==> config.mk <==
export PLATFORM = sky130hd
export DESIGN_NAME = mul_seq
export DESIGN_NICKNAME = d
export VERILOG_FILES = /design/src/rtl/mul_seq.sv
export SDC_FILE = /design/constraint.sdc
export NUM_CORES = 1
export LEC_CHECK = 0
export BUFFER_PORTS_ARGS = -buffer_cell sky130_fd_sc_hd__buf_2
export CAP_MARGIN = 20
export CORE_ASPECT_RATIO = 0.9
export CORE_MARGIN = 2
export CORE_UTILIZATION = 51
export DETAILED_ROUTE_END_ITERATION = 16
export MAX_ROUTING_LAYER = met4
export PLACE_DENSITY = 0.9
export SYNTH_ARGS = -nofsm -noshare
export SYNTH_HDL_FRONTEND = slang
export SYNTH_SLANG_ARGS = --single-unit
==> constraint.sdc <==
create_clock -name clk -period 1.9 [get_ports clk]
set_input_delay 0.19 -clock clk [delete_from_list [all_inputs] [get_ports clk]]
set_output_delay 0.19 -clock clk [all_outputs]
set_load 0.05 [all_outputs]
==> src/rtl/mul_seq.sv <==
// Sequential 8x8 unsigned shift-and-add multiplier.
// Each work cycle performs one addition through an external combinational adder.
module mul_seq (
    input  logic        clk,
    input  logic        rst,
    input  logic [7:0]  a_i,
    input  logic [7:0]  b_i,
    input  logic        start,
    output logic [15:0] result,
    output logic        busy,
    output logic [15:0] sum_in_a,
    output logic [15:0] sum_in_b,
    input  logic [15:0] sum_out
);

    typedef enum logic {
        IDLE = 1'b0,
        WORK = 1'b1
    } state_t;

    state_t      state_q, state_d;
    logic [15:0] acc_q, acc_d;
    logic [15:0] m_q, m_d;
    logic [7:0]  q_q, q_d;
    logic [2:0]  cnt_q, cnt_d;
    logic [15:0] res_q, res_d;

    always_ff @(posedge clk or negedge rst) begin
        if (!rst) begin
            state_q <= IDLE;
            acc_q   <= '0;
            m_q     <= '0;
            q_q     <= '0;
            cnt_q   <= '0;
            res_q   <= '0;
        end else begin
            state_q <= state_d;
            acc_q   <= acc_d;
            m_q     <= m_d;
            q_q     <= q_d;
            cnt_q   <= cnt_d;
            res_q   <= res_d;
        end
    end

    always_comb begin
        state_d  = state_q;
        acc_d    = acc_q;
        m_d      = m_q;
        q_d      = q_q;
        cnt_d    = cnt_q;
        res_d    = res_q;
        sum_in_a = '0;
        sum_in_b = '0;
        unique case (state_q)
            IDLE: begin
                if (start) begin
                    m_d     = {8'd0, a_i};
                    q_d     = b_i;
                    acc_d   = '0;
                    cnt_d   = '0;
                    state_d = WORK;
                end
            end
            WORK: begin
                // Add the shifted multiplicand only when the current multiplier bit is set.
                sum_in_a = acc_q;
                sum_in_b = q_q[0] ? m_q : 16'd0;
                acc_d    = sum_out;
                m_d      = {m_q[14:0], 1'b0};
                q_d      = {1'b0, q_q[7:1]};
                cnt_d    = cnt_q + 3'd1;
                if (cnt_q == 3'd7) begin
                    res_d   = sum_out;
                    state_d = IDLE;
                end
            end
            default: state_d = IDLE;
        endcase
    end

    assign busy   = (state_q == WORK);
    assign result = res_q;

endmodule

# Word level (Yosys, flattened, before mapping)
# Cells that the tools add are included.
dict set report totals {
  output_inout_bits 49
  reg_bits 60
  inputBits 35
  elab_cells 25
}
dict set report classes {
  bitwise_logic 1
  add_sub_neg 1
  n_mux 14
  n_reduce_logical 1
  eq_ne 2
}
# operator n
set op_table {}
lappend op_table {{2-to-1 mux 16 bit} 5}
lappend op_table {{one-hot mux 16 bit (2 select lines)} 2}
lappend op_table {{one-hot mux 8 bit (2 select lines)} 1}
lappend op_table {{2-to-1 mux 8 bit} 1}
lappend op_table {{one-hot mux 3 bit (2 select lines)} 1}
lappend op_table {{adder 3 x 1 -> 3 bit, second input constant} 1}
lappend op_table {{equality test 3 bit, second input constant} 1}
lappend op_table {{2-to-1 mux 3 bit} 1}
lappend op_table {{2-to-1 mux 1 bit} 2}
lappend op_table {{inequality test 2 bit, second input constant} 1}
lappend op_table {{one-hot mux 1 bit (2 select lines)} 1}
lappend op_table {{AND reduction 2 bit} 1}
lappend op_table {{inverter 1 bit} 1}

# Logic depth before layout (Yosys ltp)
dict set report depth {
  ltp_word 3
  ltp_mapped 5
  ltp_nobuf 4
}

# Least setup slack after synthesis
# No wires, ideal clock.
dict set report synth_timing {
  path_kind {register to output}
  start {reg state_q, in the netlist busy}
  end {out sum_in_a[10]}
  n_path_buf 3
  stages_incl_launch_ff 5
  t_required_ns 1.710
  arrival_ns 1.636
  slack_ns 0.074
  cell_sequence {dfrtp_1 buf_4 buf_4 clkbuf_1 and2_1}
}
dict set report synth_via {
  elab_chain_cells 1
}
# item line_no
set synth_rtl {}
lappend synth_rtl {{start, declared} 21} ;# state_t state_q, state_d;
lappend synth_rtl {{start signal, assigned} 37} ;# state_q <= state_d;
lappend synth_rtl {{2-to-1 mux 16 bit} 55} ;# unique case (state_q)
lappend synth_rtl {{end, declared} 11} ;# output logic [15:0] sum_in_a,
# No other way between the ends.

# Worst setup path in the final report
dict set report layout_timing {
  start {reg state_q, in the netlist busy}
  end {out sum_in_b[15]}
}
dict set report layout_via {
  elab_chain_cells 1
}
# item line_no
set layout_rtl {}
lappend layout_rtl {{2-to-1 mux 16 bit} 55}
lappend layout_rtl {{end, declared} 12} ;# output logic [15:0] sum_in_b,
# No other way between the ends.

==> results_dict.tcl <==
set metrics [dict create \
    outcome "finished clean" \
    fin_tns_setup_ns 0 \
    cp_max_fo 24 \
    grtUsageMet2 0.281 \
    synth_common_cells "dfrtp_1 (60), nand2_1 (29), o21ai_0 (27)" \
    nets 355 \
    drt_first_pass_iters 5 \
    start_kind "register" \
    yosysMostFrequentCell "dfrtp_1" \
    hold_viol 0 \
    synthArstFlopShare 1.00 \
    start_util 0.520 \
    place.gp.congestion 0.724 \
    synth_area_um2 2700 \
    cts_num_sinks 60 \
    drt_iter0_markers 81 \
    critPathSlowestCell "dfrtp_2" \
    min_from "sum_out[12]" \
    ios 84 \
    path_buf_inv 2 \
    cts_buffer_depth 2 \
    chipWidth_um 80.7 \
    hp-class "input port to register" \
    arrival_ns 1.56 \
    fmax_ghz 0.571 \
    ys_warn_count 0 \
    post_cts_buffers 0 \
    routed_wl_um 5430 \
    min_period_over_period 0.922 \
    synth_cell_types 19 \
    rr_startpoint "cnt_q[0]" \
    holdPathStages 3 \
    crit_family "buffers and inverters" \
    yosysSeqAreaShare 0.556 \
    grt_util_all_layers 0.198 \
    clk-insertion-delay-late_ns 0.32 \
    area_growth_pct 24.4 \
    cp.required_ns 1.71 \
    grt_pass1_vias 1745 \
    die-area_um2 5890 \
    tightest_slew_ns 0.751 \
    ys_ff_latch 60 \
    final-max-slew-violation-count 0 \
    antenna_found_initial 0 \
    hpwl_um 3780 \
    reg2reg_depth 4 \
    synth_fa_ha_area_frac 0.00927 \
    maxCapViolations 0 \
    p_int_uw 3470 \
    clk_pin_slew_ns 0.07 \
    clockPowerShare 0.175 \
    total_power_uw 6400 \
    busiest_layer "met2" \
    slew_headroom 0.498 \
    synth-xor-area-share 0 \
    die_h_um 73.0 \
    vias_per_cell 5.10 \
    drive_above_1_share 0.373 \
    regToRegSetupSlack_ns 0.33 \
    power_density_nw_per_um2 1910 \
    critPathMaxStageDelay_ns 0.51 \
    via_count 1985 \
    grtUsageMet3 0.0743 \
    htreeDepth 3 \
    rsz0062_at_grt "no" \
    syn_nets 273 \
    synth-compound-area-share 0.0913 \
    synthCells 236 \
    synth_ff_type "dfrtp_1" \
    crit_chain "buf_4 > and3_1 > buf_2" \
    core-area_um2 5190 \
    cts_buffers 9 \
    grt_pass1_wl_um 8490 \
    final_antenna_net_count 0 \
    fin_skew_ns 0.00887 \
    synth_top_family_by_area "simple AND/OR/NAND/NOR gates" \
    p_comb_frac 0.488 \
    synthSimpleGateAreaFrac 0.160 \
    numPortBuffers 83 \
    cts_tree "done" \
    ir_worst_vdd_mv 1.08 \
    antenna_cells 0 \
    placed_area_um2 3150 \
    reg2reg_to "result[1]" \
    synth_area_leaders "dfrtp_1 (56%), mux2i_1 (6.3%), mux2_4 (5.6%)" \
    synth-edff-count 0 \
    cellLeakagePower_uw 0.00179 \
    switchingPower_uw 2930 \
    layout_min_cycle_time_ns 1.75 \
    sw_frac_of_total 0.458 \
    avgSynthCellArea_um2 11.4 \
    synth_mux_area_frac 0.144 \
    setup_viol 0 \
    stdcell_area_um2 3360 \
    yosys.area.top_type "dfrtp_1" \
    root_buffer "clkbuf_8" \
    drt-wirelength-per-cell_um 14.0 \
    drc_errors 0 \
    row_count 25 \
    worst_setup_path_end_kind "primary output" \
    synth.top_cell.area_share 0.556 \
    whs_endpoint "acc_q[12]" \
    criticalPathCategory "register to primary output" \
    grt_max_degree 61 \
    grtUsageMet1 0.268 \
    seq_power_share 0.336 \
    gr-total-overflow 0 \
]
## stage by stage
stage          setup WS, ns   util  std cells  hold slack (ns)
4_1_cts              0.0517  0.646        389           0.0821
5_1_grt              0.0393  0.647        389           0.0695
2_1_floorplan        0.0741      -        236           -0.106
3_5_place_dp          0.315  0.607        373            0.221
3_3_place_gp          0.371  0.607        373            0.218
6_report              0.148  0.647        389           0.0919
## placed cells by master, fill, tap and decap left out
master,n
clkinv_2,1
o21ai_1,2
nand2_4,1
nand2_1,29
a22o_1,11
nor2_1,3
clkbuf_1,2
dlygate4sd3_1,1
bufinv_16,1
o21ai_0,27
dfrtp_1,59
nand2b_1,16
mux2i_1,17
buf_6,1
clkbuf_8,11
dfrtp_2,1
mux2_2,6
mux2_4,10
buf_4,4
a21oi_1,1
ha_1,2
buf_12,1
and3_1,16
buf_2,83
and2_1,16
## tightest hold or removal path, cell delays in order
cell	delay, ns
buf_2	0.09
nand2_1	0.04
o21ai_0	0.06
## power groups by stage
stage / clock (uW) / sequential (uW) / combinational, uW
detailed placement: 0 / 2170 / 3140
global placement: 0 / 2140 / 3060
floorplan: 0 / 2690 / 1930
global route: 1230 / 2220 / 3350
CTS: 1150 / 2150 / 3150
finish: 1120 / 2150 / 3130
## registers in the layout (all words and copies together), names as in the netlist
register  flops
acc_q        16
m_q          16
result       16
q_q           8
cnt_q         3
busy          1
## logic make-up after synthesis
kind of cell,count (synthesis)
AO/OA/AOI/OAI,41
adder cells (fa/ha/maj),2
buffers and inverters,19
flip-flops,60
multiplexers,33
AND/OR/NAND/NOR,81
## what timing repair did
item | in CTS | in global routing
hold endpoints to repair | 60 | 0
setup endpoints to repair | 0 | 7
hold buffers | 1 | 0
gates resized for setup | 0 | 1
## metal layers
metal  vias to the layer above  wire (um)
met5                         -          0
met4                         0          8
met3                         2        319
met2                        65       2500
met1                       951       2600
li1                        967          -
## worst max-delay path by stage
stage             start           end  slack [ns]  cells after the start
5_1_grt            busy   sum_in_a[7]        0.04                      3
3_3_place_gp   cnt_q[0]     result[0]        0.37                      4
6_report           busy  sum_in_b[15]        0.15                      3
4_1_cts            busy   sum_in_a[7]        0.05                      3
3_5_place_dp   cnt_q[0]     result[1]        0.32                      4
2_1_floorplan      busy  sum_in_a[10]        0.07                      4
## layout make-up
cell class	instances	area, um^2
fillers	411	1830
flip-flops and latches	60	1500
multi-input cells	157	1090
repair buffers	90	487
clock inverters	2	35.0
clock buffers	13	159
well taps	67	83.8
Note: power is estimated with default switching activity, not from simulation.
